===== config.mk =====
export PLATFORM = sky130hd
export DESIGN_NAME = jt51_so_tx
export DESIGN_NICKNAME = d
export VERILOG_FILES = /design/src/rtl/jt51_so_tx_pkg.sv /design/src/rtl/jt51_lin2exp.sv /design/src/rtl/jt51_so_tx.sv
export SDC_FILE = /design/constraint.sdc
export NUM_CORES = 1
export LEC_CHECK = 0
export BUFFER_PORTS_ARGS = -buffer_cell sky130_fd_sc_hd__clkbuf_2
export CORE_MARGIN = 4
export CORE_UTILIZATION = 30
export CTS_BUF_LIST = sky130_fd_sc_hd__clkbuf_4 sky130_fd_sc_hd__clkbuf_8 sky130_fd_sc_hd__clkbuf_16
export CTS_CLUSTER_DIAMETER = 50
export DETAILED_ROUTE_END_ITERATION = 8
export SYNTH_ARGS = -nofsm -noshare
export SYNTH_HDL_FRONTEND = slang
export SYNTH_SLANG_ARGS = --single-unit

===== constraint.sdc =====
create_clock -name clk -period 4.83 [get_ports clk]
set_input_delay 0.7245 -clock clk [delete_from_list [all_inputs] [get_ports clk]]
set_output_delay 0.7245 -clock clk [all_outputs]
set_load 0.005 [all_outputs]

===== src/rtl/jt51_so_tx_pkg.sv =====
`default_nettype none
// ============================================================================
//  Module      : jt51_so_tx_pkg
//  Description : Shared constants, float word type and slot helper for the
//                serial DAC output transmitter.
//  Revision    : 1.0 - initial release
// ============================================================================
package jt51_so_tx_pkg;

    localparam int LIN_W        = 16;
    localparam int MAN_W        = 10;
    localparam int EXP_W        = 3;
    localparam int WORD_W       = MAN_W + EXP_W;
    localparam int SLOTS_PER_CH = 16;
    localparam int PAD_SLOTS    = 3;
    localparam int FRAME_W      = 32;
    localparam int SLOT_W       = 5;

    localparam logic [SLOT_W-1:0] SLOT_FIRST = 5'd0;
    localparam logic [SLOT_W-1:0] SLOT_RIGHT = 5'd16;
    localparam logic [SLOT_W-1:0] SLOT_LAST  = 5'd31;

    // Packed so that bit order LSB-first is mantissa[0..9] then exponent[0..2]
    typedef struct packed {
        logic [EXP_W-1:0] exp;
        logic [MAN_W-1:0] man;
    } float_t;

    // Serial bit for sub-frame position k: padding first, then the word LSB-first
    function automatic logic word_bit(input float_t w, input logic [3:0] k);
        logic [WORD_W-1:0] bits;
        logic [3:0]        idx;
        bits = w;
        idx  = k - 4'(PAD_SLOTS);
        if (k < 4'(PAD_SLOTS)) begin
            return 1'b0;
        end
        return bits[idx];
    endfunction

endpackage
`default_nettype wire


===== src/rtl/jt51_lin2exp.sv =====
`default_nettype none
// ============================================================================
//  Module      : jt51_lin2exp
//  Description : Signed 16-bit linear sample to 10-bit mantissa / 3-bit
//                exponent floating point (truncation toward -inf).
//  Revision    : 1.0 - initial release
// ============================================================================
module jt51_lin2exp
    import jt51_so_tx_pkg::*;
(
    input  logic [LIN_W-1:0] lin,
    output logic [MAN_W-1:0] man,
    output logic [EXP_W-1:0] exp
);

    // True when lin >>> sh is representable as a signed 10-bit value
    function automatic logic fits10(input logic [LIN_W-1:0] v, input int sh);
        logic signed [LIN_W-1:0] s;
        s = $signed(v) >>> sh;
        return (&s[LIN_W-1:MAN_W-1]) || ~(|s[LIN_W-1:MAN_W-1]);
    endfunction

    logic [EXP_W-1:0]        w_exp;
    logic signed [LIN_W-1:0] w_shifted;

    // Smallest exponent that fits; a shift of 6 always fits, so 7 is the clamp
    always_comb begin
        w_exp = 3'd7;
        for (int e = 6; e >= 1; e--) begin
            if (fits10(lin, e - 1)) begin
                w_exp = 3'(e);
            end
        end
        w_shifted = $signed(lin) >>> (w_exp - 3'd1);
        man       = w_shifted[MAN_W-1:0];
        exp       = w_exp;
    end

endmodule
`default_nettype wire


===== src/rtl/jt51_so_tx.sv =====
`default_nettype none
// ============================================================================
//  Module      : jt51_so_tx
//  Description : Serial DAC transmitter. Double-buffers left/right linear
//                samples, converts them to float at frame start and shifts
//                them out with SH1/SH2 sample-hold strobes (32-slot frame).
//  Revision    : 1.0 - initial release
// ============================================================================
module jt51_so_tx
    import jt51_so_tx_pkg::*;
#(
    parameter bit REPEAT = 1'b1
) (
    input  logic              clk,
    input  logic              rst_n,
    input  logic              cen,
    input  logic              sample_stb,
    input  logic [LIN_W-1:0]  left,
    input  logic [LIN_W-1:0]  right,
    output logic              so,
    output logic              sh1,
    output logic              sh2,
    output logic              frame_start,
    output logic              ovf
);

    logic [SLOT_W-1:0] slot_q, slot_d;
    logic              so_q, so_d;
    logic              sh1_q, sh1_d;
    logic              sh2_q, sh2_d;
    logic              fs_q, fs_d;
    logic              ovf_q, ovf_d;
    logic              pend_vld_q, pend_vld_d;
    logic [LIN_W-1:0]  pend_l_q, pend_l_d;
    logic [LIN_W-1:0]  pend_r_q, pend_r_d;
    logic [LIN_W-1:0]  last_l_q, last_l_d;
    logic [LIN_W-1:0]  last_r_q, last_r_d;
    float_t            l_word_q, l_word_d;
    float_t            r_word_q, r_word_d;

    logic              w_load;
    logic              w_fresh;
    logic [LIN_W-1:0]  w_src_l;
    logic [LIN_W-1:0]  w_src_r;
    logic [MAN_W-1:0]  w_man_l, w_man_r;
    logic [EXP_W-1:0]  w_exp_l, w_exp_r;

    assign w_load = cen && (slot_q == SLOT_LAST);

    // Pick the linear pair for the next frame: a strobe in the load cycle wins
    always_comb begin
        w_fresh = sample_stb || pend_vld_q;
        if (sample_stb) begin
            w_src_l = left;
            w_src_r = right;
        end else if (pend_vld_q) begin
            w_src_l = pend_l_q;
            w_src_r = pend_r_q;
        end else if (REPEAT) begin
            w_src_l = last_l_q;
            w_src_r = last_r_q;
        end else begin
            w_src_l = '0;
            w_src_r = '0;
        end
    end

    jt51_lin2exp u_conv_l (
        .lin (w_src_l),
        .man (w_man_l),
        .exp (w_exp_l)
    );

    jt51_lin2exp u_conv_r (
        .lin (w_src_r),
        .man (w_man_r),
        .exp (w_exp_r)
    );

    // Slot counter, pin generation, frame load and pending-buffer capture
    always_comb begin
        slot_d     = slot_q;
        so_d       = so_q;
        sh1_d      = sh1_q;
        sh2_d      = sh2_q;
        fs_d       = 1'b0;
        ovf_d      = ovf_q;
        pend_vld_d = pend_vld_q;
        pend_l_d   = pend_l_q;
        pend_r_d   = pend_r_q;
        last_l_d   = last_l_q;
        last_r_d   = last_r_q;
        l_word_d   = l_word_q;
        r_word_d   = r_word_q;

        // Pins show the slot the counter held before this advance
        if (cen) begin
            slot_d = slot_q + 5'd1;
            so_d   = word_bit((slot_q >= SLOT_RIGHT) ? r_word_q : l_word_q,
                              slot_q[3:0]);
            sh1_d  = (slot_q < SLOT_RIGHT);
            sh2_d  = (slot_q >= SLOT_RIGHT);
        end

        if (w_load) begin
            l_word_d   = '{exp: w_exp_l, man: w_man_l};
            r_word_d   = '{exp: w_exp_r, man: w_man_r};
            pend_vld_d = 1'b0;
            fs_d       = 1'b1;
            if (w_fresh) begin
                last_l_d = w_src_l;
                last_r_d = w_src_r;
            end
        end

        // Capture ignores cen; a strobe that is consumed by the load stays clear
        if (sample_stb) begin
            pend_l_d = left;
            pend_r_d = right;
            if (!w_load) begin
                pend_vld_d = 1'b1;
                if (pend_vld_q) begin
                    ovf_d = 1'b1;
                end
            end
        end
    end

    // State register with asynchronous active-low reset
    always_ff @(posedge clk or negedge rst_n) begin
        if (!rst_n) begin
            slot_q     <= SLOT_FIRST;
            so_q       <= 1'b0;
            sh1_q      <= 1'b0;
            sh2_q      <= 1'b0;
            fs_q       <= 1'b0;
            ovf_q      <= 1'b0;
            pend_vld_q <= 1'b0;
            pend_l_q   <= '0;
            pend_r_q   <= '0;
            last_l_q   <= '0;
            last_r_q   <= '0;
            l_word_q   <= '0;
            r_word_q   <= '0;
        end else begin
            slot_q     <= slot_d;
            so_q       <= so_d;
            sh1_q      <= sh1_d;
            sh2_q      <= sh2_d;
            fs_q       <= fs_d;
            ovf_q      <= ovf_d;
            pend_vld_q <= pend_vld_d;
            pend_l_q   <= pend_l_d;
            pend_r_q   <= pend_r_d;
            last_l_q   <= last_l_d;
            last_r_q   <= last_r_d;
            l_word_q   <= l_word_d;
            r_word_q   <= r_word_d;
        end
    end

    assign so          = so_q;
    assign sh1         = sh1_q;
    assign sh2         = sh2_q;
    assign frame_start = fs_q;
    assign ovf         = ovf_q;

endmodule
`default_nettype wire


Word level (Yosys, flattened, before mapping)
Index checks and enable logic that the tools add are counted.
- flip-flop bits (word level): 101
- latch bits: 0
- bits in writable memories: 0
- bits in read-only memories: 0
- bits of input ports: 36
- output and inout port bits: 5
- logic and storage cells: 106
- memories: 0
- add/subtract/negate cells: 4
- $mul: 0
- div/mod/pow operators: 0
- $lt $le $gt $ge: 4
- equality and inequality tests: 1
- shift operators: 2
- muxes and demuxes: 27
- bitwise operators: 13
- reduce and logical (&&, ||, !) cells: 40
- operator list (operator ; count):
    $mux 16 ; 4
    $sshr 16x3->10 ; 2
    $mux 3 ; 10
    $reduce_and 7->1 ; 2
    $reduce_or 7->1 ; 2
    $logic_or 1x1->1 ; 13
    $mux 13 ; 1
    $not 1->1 ; 13
    $reduce_and 6->1 ; 2
    $reduce_or 6->1 ; 2
    $mux 1 ; 11
    $reduce_and 5->1 ; 2
    $reduce_or 5->1 ; 2
    $reduce_and 3->1 ; 3
    $reduce_and 4->1 ; 2
    $reduce_or 4->1 ; 2
    $reduce_and 2->1 ; 3
    $reduce_or 3->1 ; 2
    $sub 3x1->3 const B ; 2
    $add 5x1->5 const B ; 1
    $eq 5x5->1 const B ; 1
    $ge 5x5->1 const B ; 1
    $lt 4x5->1 const B ; 1
    $lt 5x5->1 const B ; 1
    5 further kinds ; 6

Longest topological paths before layout
- depth after elaboration: 13
- mapped depth: 20
- depth with buffers taken out: 16

Cells and area by module
A second synthesis with hierarchy kept.
- cell total of the unflattened synthesis: 605
- area total of the unflattened synthesis: 6272.3 um^2
- by module, submodules not included (module ; times used ; cells each ; area each (um^2) ; sequential area each (um^2)):
    jt51_so_tx ; 1 ; 394 ; 4655.7 ; 2527.4
    jt51_lin2exp at u_conv_r ; 1 ; 106 ; 839.6 ; 0.0
    jt51_lin2exp at u_conv_l ; 1 ; 105 ; 777.0 ; 0.0

Worst setup path before layout
OpenSTA, ideal clock, no wires.
- kind: input to register
- start: input sample_stb
- end: register r_word_q[3] in the netlist's numbering
- setup time: 0.072 ns
- arrival time: 3.931 ns
- required time: 4.758 ns
- slack: 0.827 ns
- stages: 17
- path buffers: 3
- cell sequence: buf_4 -> buf_6 -> nand2_1 -> o21a_1 -> inv_2 -> ha_1 -> a22o_1 -> o21a_2 -> o21ai_4 -> inv_1 -> ha_1 -> inv_1 -> clkbuf_1 -> mux4_2 -> a311oi_2 -> o22ai_1 -> nor2_1
- word-level cells in the longest chain between the ends: 12
- elaborated cells between the ends (all ways): 33
- classes of those cells: add/sub: 1; shift: 1; mux: 7; bitwise: 6; reduce/logical: 18
- ends and longest elaborated chain (item ; RTL line ; RTL):
    start, declared ; jt51_so_tx.sv:17 ; input logic sample_stb,
    $mux 16 (*) ; jt51_so_tx.sv:53 ; if (sample_stb) begin
    via u_conv_r.lin[14] ; jt51_lin2exp.sv:11 ; input logic [LIN_W-1:0] lin,
    $reduce_or 2->1 ; jt51_lin2exp.sv:20 ; return (&s[LIN_W-1:MAN_W-1]) || ~(|s[LIN_W-1:MAN_W-1]);
    $not 1->1 ; jt51_lin2exp.sv:20 ;
    $logic_or 1x1->1 ; jt51_lin2exp.sv:20 ;
    $mux 1 ; jt51_lin2exp.sv:30 ; if (fits10(lin, e - 1)) begin
    $mux 3 (5 in a row) ; jt51_lin2exp.sv:30 ;
    $sub 3x1->3 ; jt51_lin2exp.sv:34 ; w_shifted = $signed(lin) >>> (w_exp - 3'd1);
    $sshr 16x3->10 (*) ; jt51_lin2exp.sv:34 ;
    end signal, assigned ; jt51_so_tx.sv:158 ; r_word_q <= r_word_d;
    end, declared ; jt51_so_tx.sv:39 ; float_t r_word_q, r_word_d;
The timed path passes the listed nets; every way through them passes the cells marked *.
A chain may end at the register's enable or synchronous reset.

Final worst setup path
- start: register pend_vld_q
- end: register r_word_q[2] in the netlist's numbering
- word-level cells in the longest chain between the ends: 13
- elaborated cells between the ends (all ways): 34
- classes of those cells: add/sub: 1; shift: 1; mux: 8; bitwise: 6; reduce/logical: 18
- ends and longest elaborated chain (item ; RTL line ; RTL):
    start, declared ; jt51_so_tx.sv:33 ; logic pend_vld_q, pend_vld_d;
    start signal, assigned ; jt51_so_tx.sv:152 ; pend_vld_q <= pend_vld_d;
    $mux 16 (*) ; jt51_so_tx.sv:56 ; end else if (pend_vld_q) begin
    $mux 16 (*) ; jt51_so_tx.sv:53 ;
    $reduce_or 2->1 ; jt51_lin2exp.sv:20 ;
    $not 1->1 ; jt51_lin2exp.sv:20 ;
    $logic_or 1x1->1 ; jt51_lin2exp.sv:20 ;
    $mux 1 ; jt51_lin2exp.sv:30 ;
    $mux 3 (5 in a row) ; jt51_lin2exp.sv:30 ;
    $sub 3x1->3 ; jt51_lin2exp.sv:34 ;
    $sshr 16x3->10 (*) ; jt51_lin2exp.sv:34 ;
Every way passes the cells marked *; elsewhere a longest branch is shown, timed or not.

==> metrics.cfg <==
[placed_design]
dpl.cell_count = 988
gp_congestion = 0.8941
portBuffers = 40
hpwl_mm = 12.01
place_ws_ns = 0.4866

[cells_and_area]
drive_above_1_share = 0.1893
nFillCells = 2118
stdcell_count = 1004
layout.nets = 768
diodes = 0
syn_to_final_growth_pct = 10.58

[setup_path]
start_kind = register
crit_type = reg -> reg
crit_fanout = 17
crit_required_ns = 5.08
arrival_ns = 4.52
ff2ff_setup_slack_ns = 0.55
r2r_start = pend_vld_q
r2r_end = r_word_q[2]
cp-end-kind = register
reg2reg_depth = 13

[synth]
synth_top_cell_area_share = 0.3894
synth-edff-count = 0
synth_common_cells = dfrtp_1 (101), nand2_1 (91), o21ai_0 (83)
syn_area_per_cell_um2 = 9.245
synth.area.top_cells = dfrtp_1 (39%), mux2i_1 (7.2%), o21ai_0 (6.4%)
yosysMostFrequentCell = dfrtp_1
synth_fp_nets = 746
yosysSeqAreaShare = 0.3894
async_reset_ff_frac = 1.000
ys_ff_latch = 101
synth_area_um2 = 6490
netlist_instances = 702
synth_cell_types = 78
synth_top_area_cell = dfrtp_1
yosys_warnings = 0
synth_ff_type = dfrtp_1

[power_and_ir_drop]
ir_drop_v = 0.0001973
p_per_area_nw_per_um2 = 440.5
p_leak_nw = 3.305

[timing]
setup_viol = 0
slew_headroom = 0.4273
timing.final.crit_share = 0.8853
timing.final.ws_setup_ns = 0.5541
rsz0062_at_grt = false
drv_slew = 0
fin_crit_ns = 4.276
tightest_slew_ns = 0.8590
fin_worst_skew_ns = 0.01012
finalHoldViolCount = 0
clock.fmax_mhz = 233.9
fin_tns_setup_ns = 0

[global_routing]
grt_max_degree = 54
grt_pass1_vias = 5110
antenna_found_initial = 0
grt_overflow = 0
track_usage = 0.1372
grt_pass1_wl_mm = 27.05

[clock_network]
clk_transition_reported_paths_ns = 0.08
cts_buffers = 9
h-tree-depth = 3
worstSkewPairLatency_ns = 0.36
cts.sinks = 101
tritoncts = done
root_buffer = clkbuf_16
ctsResizeCount = 0
post-cts-setup-buffers = 0
hold_buffers = 0
clockBufferDepth = 2

[route]
drtIter0Drc = 330
wl_per_cell_um = 16.10
ant_nets = 0
drc = 0
vias = 5332
drt-pass1-iter-count = 5
viasPerCell = 5.311
routed_wl_mm = 16.17

[floorplanning]
die-area_um2 = 24050
fp.dieH_um = 155.1
coreArea_um2 = 21150
rows = 53
start_util = 0.3068
io_pins = 41
die_w_um = 155.1

[hold_path]
hold_path_class = in -> async

[job]
max-cap-violations = 0

[outcome]
run_status = completed

[layout by cell type (no fill, tap or decap), drive strengths merged, types with 6 or more instances in the layout]
master  count
dfrtp     101
o21ai      93
nand2      91
nor2       51
mux2i      48
clkbuf     47
inv        37
a21oi      29
o21a       20
nor3       19
mux2       19
buf        18
nand3      15
o211ai     14
mux4       10
a31oi       9
ha          8
a22oi       8
nor4        7
o22ai       6
[report_power, final]
group          internal (W)  leakage, nW  switching (W)
combinational      0.000521         1.87       0.000637
clock              0.000357        0.138       0.000355
sequential          0.00110         1.30       0.000192
total               0.00198         3.30        0.00118
[worst max-delay path, stage by stage (launching register included)]
cell and delay, ns:
dfrtp_2 0.70, mux2i_1 0.24, o21a_1 0.38, and4_1 0.37, and3_1 0.47, nor2_8 0.10
o21ai_4 0.16, inv_1 0.16, ha_1 0.45, inv_1 0.18, or4_1 0.54, nand4_1 0.12
o21ai_0 0.09, o22a_1 0.18
[worst max-delay path by stage]
stage,startpoint,endpoint,slack (ns),depth (start not counted)
6_report,pend_vld_q,r_word_q[2],0.55,13
5_1_grt,pend_vld_q,r_word_q[8],0.27,14
4_1_cts,pend_vld_q,r_word_q[2],0.57,13
3_5_place_dp,sample_stb,r_word_q[2],0.49,13
3_3_place_gp,sample_stb,r_word_q[2],0.55,13
2_1_floorplan,sample_stb,r_word_q[3],0.83,17
[metal layers]
metal	vias up	wire, µm	GRT usage	share of wire
met5	-	0	0	0
met4	0	361	0.05130	0.022
met3	23	587	0.01502	0.036
met2	127	7621	0.2191	0.47
met1	2563	7597	0.1922	0.47
li1	2619	-	-	-
[logic make-up after synthesis]
family,count (synthesis),share of synthesized area
AO/OA/AOI/OAI,222,0.2300
XOR/XNOR,6,0.009256
adder cells (fa/ha/maj),8,0.01542
buffers and inverters,81,0.06381
flip-flops,101,0.3894
multiplexers,77,0.1434
AND/OR/NAND/NOR,207,0.1486
[flip-flops by register name, indices dropped and copies added (netlist names)]
register	flops
last_l_q	16
last_r_q	16
pend_l_q	16
pend_r_q	16
l_word_q	13
r_word_q	13
slot_q	5
frame_start	1
ovf	1
pend_vld_q	1
sh1	1
sh2	1
so	1
[cell type report]
cell class / count / area, µm² / share of cell area
clock buffer: 9 / 225.2 / 0.03138
clock inverter: 7 / 58.81 / 0.008194
inverter: 36 / 135.1 / 0.01883
multi-input combinational: 520 / 3560 / 0.4960
sequential: 101 / 2529 / 0.3523
tap: 275 / 344.1 / 0.04794
timing repair buffer: 56 / 325.3 / 0.04533
[stage by stage]
stage	hold slack, ns	util	total power, W	instance area, µm²
after CTS	0.4034	0.3393	0.003182	7177
after detailed placement	0.4583	0.3258	0.002460	6893
after global placement	0.4553	0.3258	0.002449	6893
after global routing	0.4399	0.3393	0.003384	7177
final	0.3832	0.3393	0.003161	7177
after floorplan	0.4289	-	0.002162	6490
Power figures use the tool's default switching activity.
